**src/rtl/uart_pkg.sv**
```systemverilog
// Shared definitions for the memory-mapped UART: register map, STATUS layout,
// the common four-state serial FSM encoding and bit-timing constants.
package uart_pkg;

  localparam logic [1:0] REG_DATA   = 2'd0;
  localparam logic [1:0] REG_STATUS = 2'd1;
  localparam logic [1:0] REG_DIV    = 2'd2;
  localparam logic [1:0] REG_CTRL   = 2'd3;

  localparam int unsigned ST_RX_AVAIL   = 0;
  localparam int unsigned ST_RX_FULL    = 1;
  localparam int unsigned ST_TX_FULL    = 2;
  localparam int unsigned ST_TX_EMPTY   = 3;
  localparam int unsigned ST_TX_BUSY    = 4;
  localparam int unsigned ST_RX_OVERRUN = 5;
  localparam int unsigned ST_FRAME_ERR  = 6;
  localparam int unsigned ST_TX_OVF     = 7;

  localparam int unsigned TICKS_PER_BIT = 16;
  localparam int unsigned TCNT_W        = $clog2(TICKS_PER_BIT);
  localparam logic [TCNT_W-1:0] TCNT_LAST = TCNT_W'(TICKS_PER_BIT - 1);
  localparam logic [TCNT_W-1:0] TCNT_MID  = TCNT_W'(TICKS_PER_BIT / 2 - 1);

  typedef enum logic [1:0] {IDLE, START, DATA, STOP} uart_state_e;

  // STATUS register image, bit 7 down to bit 0
  typedef struct packed {
    logic tx_ovf;
    logic frame_err;
    logic rx_overrun;
    logic tx_busy;
    logic tx_empty;
    logic tx_full;
    logic rx_full;
    logic rx_avail;
  } status_t;

endpackage

```
**src/rtl/uart_mmio_fifo.sv**
```systemverilog
// Synchronous FIFO with extra-bit pointers; a push is visible at head the next cycle.
// Push while full succeeds only if a pop happens on the same edge.
module sync_fifo #(
  parameter int unsigned WIDTH = 8,
  parameter int unsigned DEPTH = 8
) (
  input  logic             clk_i,
  input  logic             rst_ni,
  input  logic             push_i,
  input  logic             pop_i,
  input  logic [WIDTH-1:0] data_i,
  output logic [WIDTH-1:0] head_c_o,
  output logic             full_c_o,
  output logic             empty_c_o
);
  localparam int unsigned AW = $clog2(DEPTH);

  logic [WIDTH-1:0] mem_q [DEPTH];
  logic [AW:0]      wr_ptr_q, rd_ptr_q;
  logic             do_push, do_pop;

  assign empty_c_o = (wr_ptr_q == rd_ptr_q);
  assign full_c_o  = (wr_ptr_q[AW] != rd_ptr_q[AW]) &&
                     (wr_ptr_q[AW-1:0] == rd_ptr_q[AW-1:0]);
  assign do_pop    = pop_i && !empty_c_o;
  assign do_push   = push_i && (!full_c_o || do_pop);
  assign head_c_o  = mem_q[rd_ptr_q[AW-1:0]];

  always_ff @(posedge clk_i or negedge rst_ni) begin
    if (!rst_ni) begin
      wr_ptr_q <= '0;
      rd_ptr_q <= '0;
    end else begin
      if (do_push) wr_ptr_q <= wr_ptr_q + (AW+1)'(1);
      if (do_pop)  rd_ptr_q <= rd_ptr_q + (AW+1)'(1);
    end
  end

  always_ff @(posedge clk_i) begin
    if (do_push) mem_q[wr_ptr_q[AW-1:0]] <= data_i;
  end

endmodule

```
**src/rtl/uart_mmio.sv**
```systemverilog
// Full-duplex UART on the CPU bus: programmable 16x tick generator, TX/RX FIFOs,
// sticky error flags and a registered interrupt request.
module uart_mmio #(
  parameter int unsigned WORD_SIZE   = 16,
  parameter int unsigned TX_DEPTH    = 8,
  parameter int unsigned RX_DEPTH    = 8,
  parameter int unsigned DIV_W       = 16,
  parameter int unsigned DEFAULT_DIV = 26
) (
  input  logic                 clk_i,
  input  logic                 rst_ni,
  input  logic                 sel_i,
  input  logic [1:0]           addr_i,
  input  logic                 we_i,
  input  logic                 re_i,
  input  logic [WORD_SIZE-1:0] wdata_i,
  output logic [WORD_SIZE-1:0] rdata_o,
  input  logic                 rx_i,
  output logic                 tx_o,
  output logic                 irq_o
);
  import uart_pkg::*;

  logic wr_en, rd_en, tick;
  logic [2:0] sts_clr;
  status_t status;

  logic [DIV_W-1:0] div_q, div_d, tick_cnt_q, tick_cnt_d;
  logic [1:0] ctrl_q, ctrl_d;
  logic [WORD_SIZE-1:0] rdata_q, rdata_d;
  logic rx_ovr_q, rx_ovr_d, ferr_q, ferr_d, tx_ovf_q, tx_ovf_d, irq_q, irq_d;

  logic tx_push, tx_pop, tx_full, tx_empty;
  logic rx_push, rx_pop, rx_full, rx_empty, ferr_set;
  logic [7:0] tx_head, rx_head;

  uart_state_e tx_state_q, tx_state_d, rx_state_q, rx_state_d;
  logic [TCNT_W-1:0] tx_tcnt_q, tx_tcnt_d, rx_tcnt_q, rx_tcnt_d;
  logic [2:0] tx_bit_q, tx_bit_d, rx_bit_q, rx_bit_d;
  logic [7:0] tx_sh_q, tx_sh_d, rx_sh_q, rx_sh_d;
  logic tx_q, tx_d, rx_s1_q, rx_s2_q, rx_wait_q, rx_wait_d;

  assign wr_en   = sel_i & we_i;
  assign rd_en   = sel_i & re_i;
  assign tx_push = wr_en && (addr_i == REG_DATA);
  assign rx_pop  = rd_en && (addr_i == REG_DATA);
  assign sts_clr = (wr_en && (addr_i == REG_STATUS)) ? wdata_i[ST_TX_OVF:ST_RX_OVERRUN] : 3'b000;
  assign tick    = (tick_cnt_q == div_q);

  sync_fifo #(.WIDTH(8), .DEPTH(TX_DEPTH)) u_tx_fifo (
    .clk_i(clk_i), .rst_ni(rst_ni), .push_i(tx_push), .pop_i(tx_pop), .data_i(wdata_i[7:0]),
    .head_c_o(tx_head), .full_c_o(tx_full), .empty_c_o(tx_empty)
  );

  sync_fifo #(.WIDTH(8), .DEPTH(RX_DEPTH)) u_rx_fifo (
    .clk_i(clk_i), .rst_ni(rst_ni), .push_i(rx_push), .pop_i(rx_pop), .data_i(rx_sh_q),
    .head_c_o(rx_head), .full_c_o(rx_full), .empty_c_o(rx_empty)
  );

  always_comb begin
    status            = '0;
    status.rx_avail   = !rx_empty;
    status.rx_full    = rx_full;
    status.tx_full    = tx_full;
    status.tx_empty   = tx_empty;
    status.tx_busy    = (tx_state_q != IDLE);
    status.rx_overrun = rx_ovr_q;
    status.frame_err  = ferr_q;
    status.tx_ovf     = tx_ovf_q;
  end

  // Register file, read path, sticky flags (hardware set wins over clear) and irq
  always_comb begin
    tick_cnt_d = tick ? '0 : tick_cnt_q + DIV_W'(1);
    div_d      = div_q;
    ctrl_d     = ctrl_q;
    rdata_d    = rdata_q;
    if (wr_en && (addr_i == REG_DIV)) begin
      div_d      = DIV_W'(wdata_i);
      tick_cnt_d = '0;
    end
    if (wr_en && (addr_i == REG_CTRL)) ctrl_d = wdata_i[1:0];
    if (rd_en) begin
      case (addr_i)
        REG_DATA:   rdata_d = rx_empty ? '0 : WORD_SIZE'(rx_head);
        REG_STATUS: rdata_d = WORD_SIZE'(status);
        REG_DIV:    rdata_d = WORD_SIZE'(div_q);
        default:    rdata_d = WORD_SIZE'(ctrl_q);
      endcase
    end
    rx_ovr_d = (rx_ovr_q & ~sts_clr[0]) | (rx_push && rx_full && !rx_pop);
    ferr_d   = (ferr_q   & ~sts_clr[1]) | ferr_set;
    tx_ovf_d = (tx_ovf_q & ~sts_clr[2]) | (tx_push && tx_full && !tx_pop);
    irq_d    = (ctrl_q[0] & status.rx_avail) |
               (ctrl_q[1] & status.tx_empty & ~status.tx_busy);
  end

  // TX: bytes leave IDLE on a tick; STOP chains straight into the next START
  always_comb begin
    tx_state_d = tx_state_q;
    tx_tcnt_d  = tx_tcnt_q;
    tx_bit_d   = tx_bit_q;
    tx_sh_d    = tx_sh_q;
    tx_pop     = 1'b0;
    if (tick) begin
      tx_tcnt_d = tx_tcnt_q + TCNT_W'(1);
      case (tx_state_q)
        IDLE: begin
          tx_tcnt_d = '0;
          if (!tx_empty) begin
            tx_pop     = 1'b1;
            tx_sh_d    = tx_head;
            tx_state_d = START;
          end
        end
        START: if (tx_tcnt_q == TCNT_LAST) begin
          tx_bit_d   = '0;
          tx_state_d = DATA;
        end
        DATA: if (tx_tcnt_q == TCNT_LAST) begin
          if (tx_bit_q == 3'd7) tx_state_d = STOP;
          else begin
            tx_bit_d = tx_bit_q + 3'd1;
            tx_sh_d  = {1'b0, tx_sh_q[7:1]};
          end
        end
        default: if (tx_tcnt_q == TCNT_LAST) begin
          if (!tx_empty) begin
            tx_pop     = 1'b1;
            tx_sh_d    = tx_head;
            tx_state_d = START;
          end else tx_state_d = IDLE;
        end
      endcase
    end
    case (tx_state_d)
      START:   tx_d = 1'b0;
      DATA:    tx_d = tx_sh_d[0];
      default: tx_d = 1'b1;
    endcase
  end

  // RX: start confirmed mid-bit, then every 16 ticks lands on a bit centre
  always_comb begin
    rx_state_d = rx_state_q;
    rx_tcnt_d  = rx_tcnt_q;
    rx_bit_d   = rx_bit_q;
    rx_sh_d    = rx_sh_q;
    rx_wait_d  = rx_wait_q;
    rx_push    = 1'b0;
    ferr_set   = 1'b0;
    case (rx_state_q)
      IDLE: if (!rx_s2_q) begin
        rx_tcnt_d  = '0;
        rx_state_d = START;
      end
      START: if (tick) begin
        rx_tcnt_d = rx_tcnt_q + TCNT_W'(1);
        if (rx_tcnt_q == TCNT_MID) begin
          rx_tcnt_d  = '0;
          rx_bit_d   = '0;
          rx_state_d = rx_s2_q ? IDLE : DATA;
        end
      end
      DATA: if (tick) begin
        rx_tcnt_d = rx_tcnt_q + TCNT_W'(1);
        if (rx_tcnt_q == TCNT_LAST) begin
          rx_sh_d = {rx_s2_q, rx_sh_q[7:1]};
          if (rx_bit_q == 3'd7) rx_state_d = STOP;
          else rx_bit_d = rx_bit_q + 3'd1;
        end
      end
      default: begin
        if (rx_wait_q) begin
          if (rx_s2_q) begin
            rx_wait_d  = 1'b0;
            rx_state_d = IDLE;
          end
        end else if (tick) begin
          rx_tcnt_d = rx_tcnt_q + TCNT_W'(1);
          if (rx_tcnt_q == TCNT_LAST) begin
            if (rx_s2_q) begin
              rx_push    = 1'b1;
              rx_state_d = IDLE;
            end else begin
              ferr_set  = 1'b1;
              rx_wait_d = 1'b1;
            end
          end
        end
      end
    endcase
  end

  always_ff @(posedge clk_i or negedge rst_ni) begin
    if (!rst_ni) begin
      div_q      <= DIV_W'(DEFAULT_DIV);
      tick_cnt_q <= '0;
      ctrl_q     <= '0;
      rdata_q    <= '0;
      rx_ovr_q   <= 1'b0;
      ferr_q     <= 1'b0;
      tx_ovf_q   <= 1'b0;
      irq_q      <= 1'b0;
      tx_state_q <= IDLE;
      tx_tcnt_q  <= '0;
      tx_bit_q   <= '0;
      tx_sh_q    <= '0;
      tx_q       <= 1'b1;
      rx_s1_q    <= 1'b1;
      rx_s2_q    <= 1'b1;
      rx_state_q <= IDLE;
      rx_tcnt_q  <= '0;
      rx_bit_q   <= '0;
      rx_sh_q    <= '0;
      rx_wait_q  <= 1'b0;
    end else begin
      div_q      <= div_d;
      tick_cnt_q <= tick_cnt_d;
      ctrl_q     <= ctrl_d;
      rdata_q    <= rdata_d;
      rx_ovr_q   <= rx_ovr_d;
      ferr_q     <= ferr_d;
      tx_ovf_q   <= tx_ovf_d;
      irq_q      <= irq_d;
      tx_state_q <= tx_state_d;
      tx_tcnt_q  <= tx_tcnt_d;
      tx_bit_q   <= tx_bit_d;
      tx_sh_q    <= tx_sh_d;
      tx_q       <= tx_d;
      rx_s1_q    <= rx_i;
      rx_s2_q    <= rx_s1_q;
      rx_state_q <= rx_state_d;
      rx_tcnt_q  <= rx_tcnt_d;
      rx_bit_q   <= rx_bit_d;
      rx_sh_q    <= rx_sh_d;
      rx_wait_q  <= rx_wait_d;
    end
  end

  assign rdata_o = rdata_q;
  assign tx_o    = tx_q;
  assign irq_o   = irq_q;

endmodule

```
**config.mk**
```make
export PLATFORM = sky130hd
export DESIGN_NAME = uart_mmio
export DESIGN_NICKNAME = d
export VERILOG_FILES = /design/src/rtl/uart_pkg.sv /design/src/rtl/uart_mmio_fifo.sv /design/src/rtl/uart_mmio.sv
export SDC_FILE = /design/constraint.sdc
export NUM_CORES = 1
export LEC_CHECK = 0
export CORE_MARGIN = 5
export CORE_UTILIZATION = 30
export CTS_CLUSTER_SIZE = 20
export DETAILED_ROUTE_END_ITERATION = 7
export GPL_ROUTABILITY_DRIVEN = 0
export PLACE_DENSITY_LB_ADDON = 0.12
export SLEW_MARGIN = 10
export SYNTH_ARGS = -nofsm -noshare
export SYNTH_HDL_FRONTEND = slang
export SYNTH_SLANG_ARGS = --single-unit
export TNS_END_PERCENT = 30
```
**constraint.sdc**
```tcl
create_clock -name clk_i -period 3.61 [get_ports clk_i]
set_clock_uncertainty 0.2 [all_clocks]
set_input_delay 0.722 -clock clk_i [delete_from_list [all_inputs] [get_ports clk_i]]
set_output_delay 0.722 -clock clk_i [all_outputs]
set_load 0.1 [all_outputs]
```
==> run_results.csv <==
group,metric,value,unit
placement,portBuffers,41,
critical_path,start_kind,"flip-flop",
power,switchingPower,1.94,mW
floorplan,die_h,195,µm
critical_path,timing.rr.end,"rx_sh_q[6]",
global_routing,overflow,0,
floorplan,die-area,38000,µm²
logic_synthesis,syn_area,10300,µm²
clocking,cts.sinks,236,
critical_path,r2r_setup_slack,0.75,ns
timing,grt_setup_unrepaired,"no",
logic_synthesis,syn-num-nets,747,
route,route.detailed.drc,0,
clocking,numCtsBuffers,28,
logic_synthesis,yosysMostFrequentCell,"edfxtp_1",
cells_and_area,final_area,12300,µm²
global_routing,grt.met1_usage,0.177,
power,internal_power,5.09,mW
clocking,tritoncts,"yes",
clocking,cts_max_path_buffers,3,
clocking,htree_levels,1,
logic_synthesis,synthAdderAreaFrac,0.0146,
timing,worst_pin_slew,0.684,ns
route,drt_iter0_markers,395,
timing,fin_setup_tns,0,ns
placement,place_inst,1209,
critical_path,cp_max_fo,15,
timing,min_period_over_period,0.793,
timing,finalSetupViolCount,0,
logic_synthesis,synthTopCellsByArea,"edfxtp_1, dfrtp_1, mux4_2",
logic_synthesis,synth_top_family_by_area,"multiplexers",
timing,period_needed,2.86,ns
global_routing,grtUsageMet3,0.0213,
global_routing,grt_max_degree,53,
clocking,ctsResizeCount,0,
timing,fin_ws,0.747,ns
global_routing,grt_pass1_vias,6528,
logic_synthesis,syn_area_per_cell,14.4,µm²
hold_path,min_path_cells,0,
logic_synthesis,ys_types,54,
power,vdd_drop_max,423,µV
critical_path,cp-startpoint,"div_q[3]",
critical_path,critPathCaptureType,"flip-flop",
critical_path,r2r-start,"div_q[3]",
cells_and_area,final-instance-count-excl-fill,1261,
route,antenna_left,0,
timing,hold_violations,0,
power,power_density,572,nW/µm²
route,drt_pre_antenna_iters,4,
clocking,post-cts-setup-buffers,0,
logic_synthesis,synth_top_area_share,0.375,
cells_and_area,num-nets-final,828,
global_routing,grt_pass1_wl,39400,µm
power,combPwrFrac,0.146,
route,vias,6057,
cells_and_area,syn_to_final_growth,19.9,%
global_routing,use_met2,0.226,
global_routing,grt_use_total,0.131,
logic_synthesis,muxShareOfSynthArea,0.130,
critical_path,crit_type,"flip-flop to flip-flop",
hold_path,holdPathEnd,"rx_s2_q",
hold_path,hold_start,"rx_s1_q",
logic_synthesis,synth_edf_count,128,
placement,hpwl,18000,µm
power,swShare,0.276,
logic_synthesis,ys_top_cells_by_count,"edfxtp_1, dfrtp_1, nand2_1",
timing,finalMaxSlewViolations,0,
power,pwr-share-seq,0.461,
placement,dpl_cell_area,11400,µm²
placement,dp_slack,0.304,ns
clocking,clockRootBuffer,"clkbuf_16",
floorplan,die_x,195,µm
floorplan,core,33600,µm²
cells_and_area,fin_util,0.366,
hold_path,hp-class,"flip-flop to flip-flop",
logic_synthesis,ys_ff_latch,236,
cells_and_area,fillers,3188,
logic_synthesis,syn_inst,711,
route,routed_via_density,4.80,
critical_path,cp.required,3.82,ns
logic_synthesis,yosysTopAreaCell,"edfxtp_1",
timing,maxSlewHeadroom,0.540,
clocking,postCtsHoldBufs,1,
clocking,clkTransAtPathRegs,0.06,ns
cells_and_area,drive_gt1_frac,0.235,
critical_path,rr_worst_depth,6,
logic_synthesis,synth_compound_area_frac,0.0602,
route,wl_per_cell,19.9,µm
critical_path,arrival,3.08,ns
logic_synthesis,async_flop_share,0.458,
floorplan,ios,42,
clocking,clk_latency,0.53,ns
logic_synthesis,synthSimpleGateAreaFrac,0.0961,
timing,max_freq,0.349,GHz
logic_synthesis,synth-xor-area-share,0.0436,
logic_synthesis,yosys_warnings,0,
logic_synthesis,synth_flop_cell,"edfxtp_1",
run,drv_cap,0,
route,wl,25100,µm
power,power_leakage,4.90,nW
power,clkPwrFrac,0.393,
global_routing,antenna_found_initial,0,
cells_and_area,diodes,0,
logic_synthesis,seq_area_frac_synth,0.639,
floorplan,start_util,0.305,
global_routing,gr-max-usage-layer,"met2",
floorplan,num_rows,67,
outcome,outcome,"completed",
-- how the worst max path moves through the flow --
stage,to,slack [ns],depth (start not counted)
finish,rx_sh_q[6],0.75,6
global route,u_tx_fifo.mem_q[5][2],0.54,8
CTS,u_rx_fifo.mem_q[1][7],0.69,6
detailed placement,u_rx_fifo.mem_q[1][3],0.30,7
global placement,u_rx_fifo.mem_q[1][5],0.33,7
floorplan,u_tx_fifo.mem_q[2][0],0.40,6
-- cells in the final DEF (no fill, tap or decap), types with 4 or more instances in the layout --
| master | netlist | final |
|---|---|---|
| mux2_2 | 33 | 33 |
| mux2i_1 | 14 | 14 |
| and3_1 | 9 | 9 |
| mux4_2 | 32 | 32 |
| nand2b_1 | 4 | 4 |
| a21oi_1 | 22 | 22 |
| a221oi_1 | 4 | 4 |
| edfxtp_1 | 128 | 128 |
| nor2_1 | 52 | 52 |
| inv_1 | 7 | 7 |
| nand2_1 | 54 | 54 |
| nor3_1 | 12 | 12 |
| a211oi_1 | 4 | 4 |
| clkinv_1 | 0 | 6 |
| o21ai_0 | 32 | 32 |
| nand3b_1 | 5 | 5 |
| nor4_2 | 4 | 4 |
| nor4_1 | 4 | 4 |
| dfstp_2 | 6 | 6 |
| nor2b_1 | 5 | 5 |
| mux2_4 | 7 | 7 |
| clkbuf_16 | 0 | 29 |
| clkdlybuf4s50_1 | 0 | 22 |
| clkinv_2 | 0 | 7 |
| nand3_1 | 18 | 18 |
| a31oi_1 | 4 | 4 |
| ha_1 | 12 | 12 |
| xnor2_1 | 15 | 15 |
| nand4_1 | 8 | 8 |
| a22o_1 | 15 | 15 |
| xor2_1 | 36 | 36 |
| dfrtp_1 | 102 | 102 |
| buf_4 | 0 | 58 |
-- routing by layer --
layer / part of all wire / routed length, µm
met1: 0.45 / 11200
met2: 0.50 / 12600
met3: 0.035 / 876
met5: 0 / 0
met4: 0.016 / 404
-- final cells by class --
class / count / area [µm²] / area share
Tap cell: 448 / 561 / 0.0456
Multi-Input combinational cell: 437 / 3550 / 0.289
Timing Repair Buffer: 82 / 686 / 0.0558
Clock buffer: 32 / 737 / 0.0600
Inverter: 7 / 26.3 / 0.00214
Clock inverter: 19 / 171 / 0.0139
Sequential cell: 236 / 6550 / 0.533
-- through the flow --
stage               power [mW]  hold slack [ns]
finish                    7.03            0.157
global route              7.36            0.164
CTS                       7.14            0.159
detailed placement        4.33            0.151
global placement          4.31            0.149
floorplan                 3.96            0.145
-- sequential cells by signal, indices dropped and copies added (netlist names), 2 cells and up --
register and flops:
div_q 16, tx_sh_q 8, rx_bit_q 3, rx_state_q 2
tx_bit_q 3, rx_tcnt_q 4, u_tx_fifo.wr_ptr_q 4, u_tx_fifo.rd_ptr_q 4
u_rx_fifo.mem_q 64, u_rx_fifo.rd_ptr_q 4, u_rx_fifo.wr_ptr_q 4, ctrl_q 2
u_tx_fifo.mem_q 64, tx_state_q 2, rdata_o 16, tx_tcnt_q 4
rx_sh_q 8, tick_cnt_q 16
-- critical path: stages (launching register included) --
cell and delay [ns]:
dfstp_2 0.58, xor2_1 0.11, nor4_2 0.33, nand4_2 0.20, buf_4 0.26, or3_1 0.66
mux2_4 0.39
-- power groups by stage --
| stage | Combinational (mW) | Sequential (mW) | Clock (mW) |
|---|---|---|---|
| finish | 1.02 | 3.24 | 2.76 |
| detailed placement | 1.04 | 3.29 | 0 |
| global route | 1.13 | 3.27 | 2.97 |
| global placement | 1.03 | 3.29 | 0 |
| CTS | 1.04 | 3.24 | 2.85 |
| floorplan | 0.579 | 3.38 | 0 |
-- kinds of logic after synthesis --
family	after synthesis
AO/OA/AOI/OAI	95
buffers and inverters	38
XOR/XNOR	51
adder cells (fa/ha/maj)	12
multiplexers	86
AND/OR/NAND/NOR	193
flip-flops	236
No activity file was read; power rests on OpenSTA's default activity.
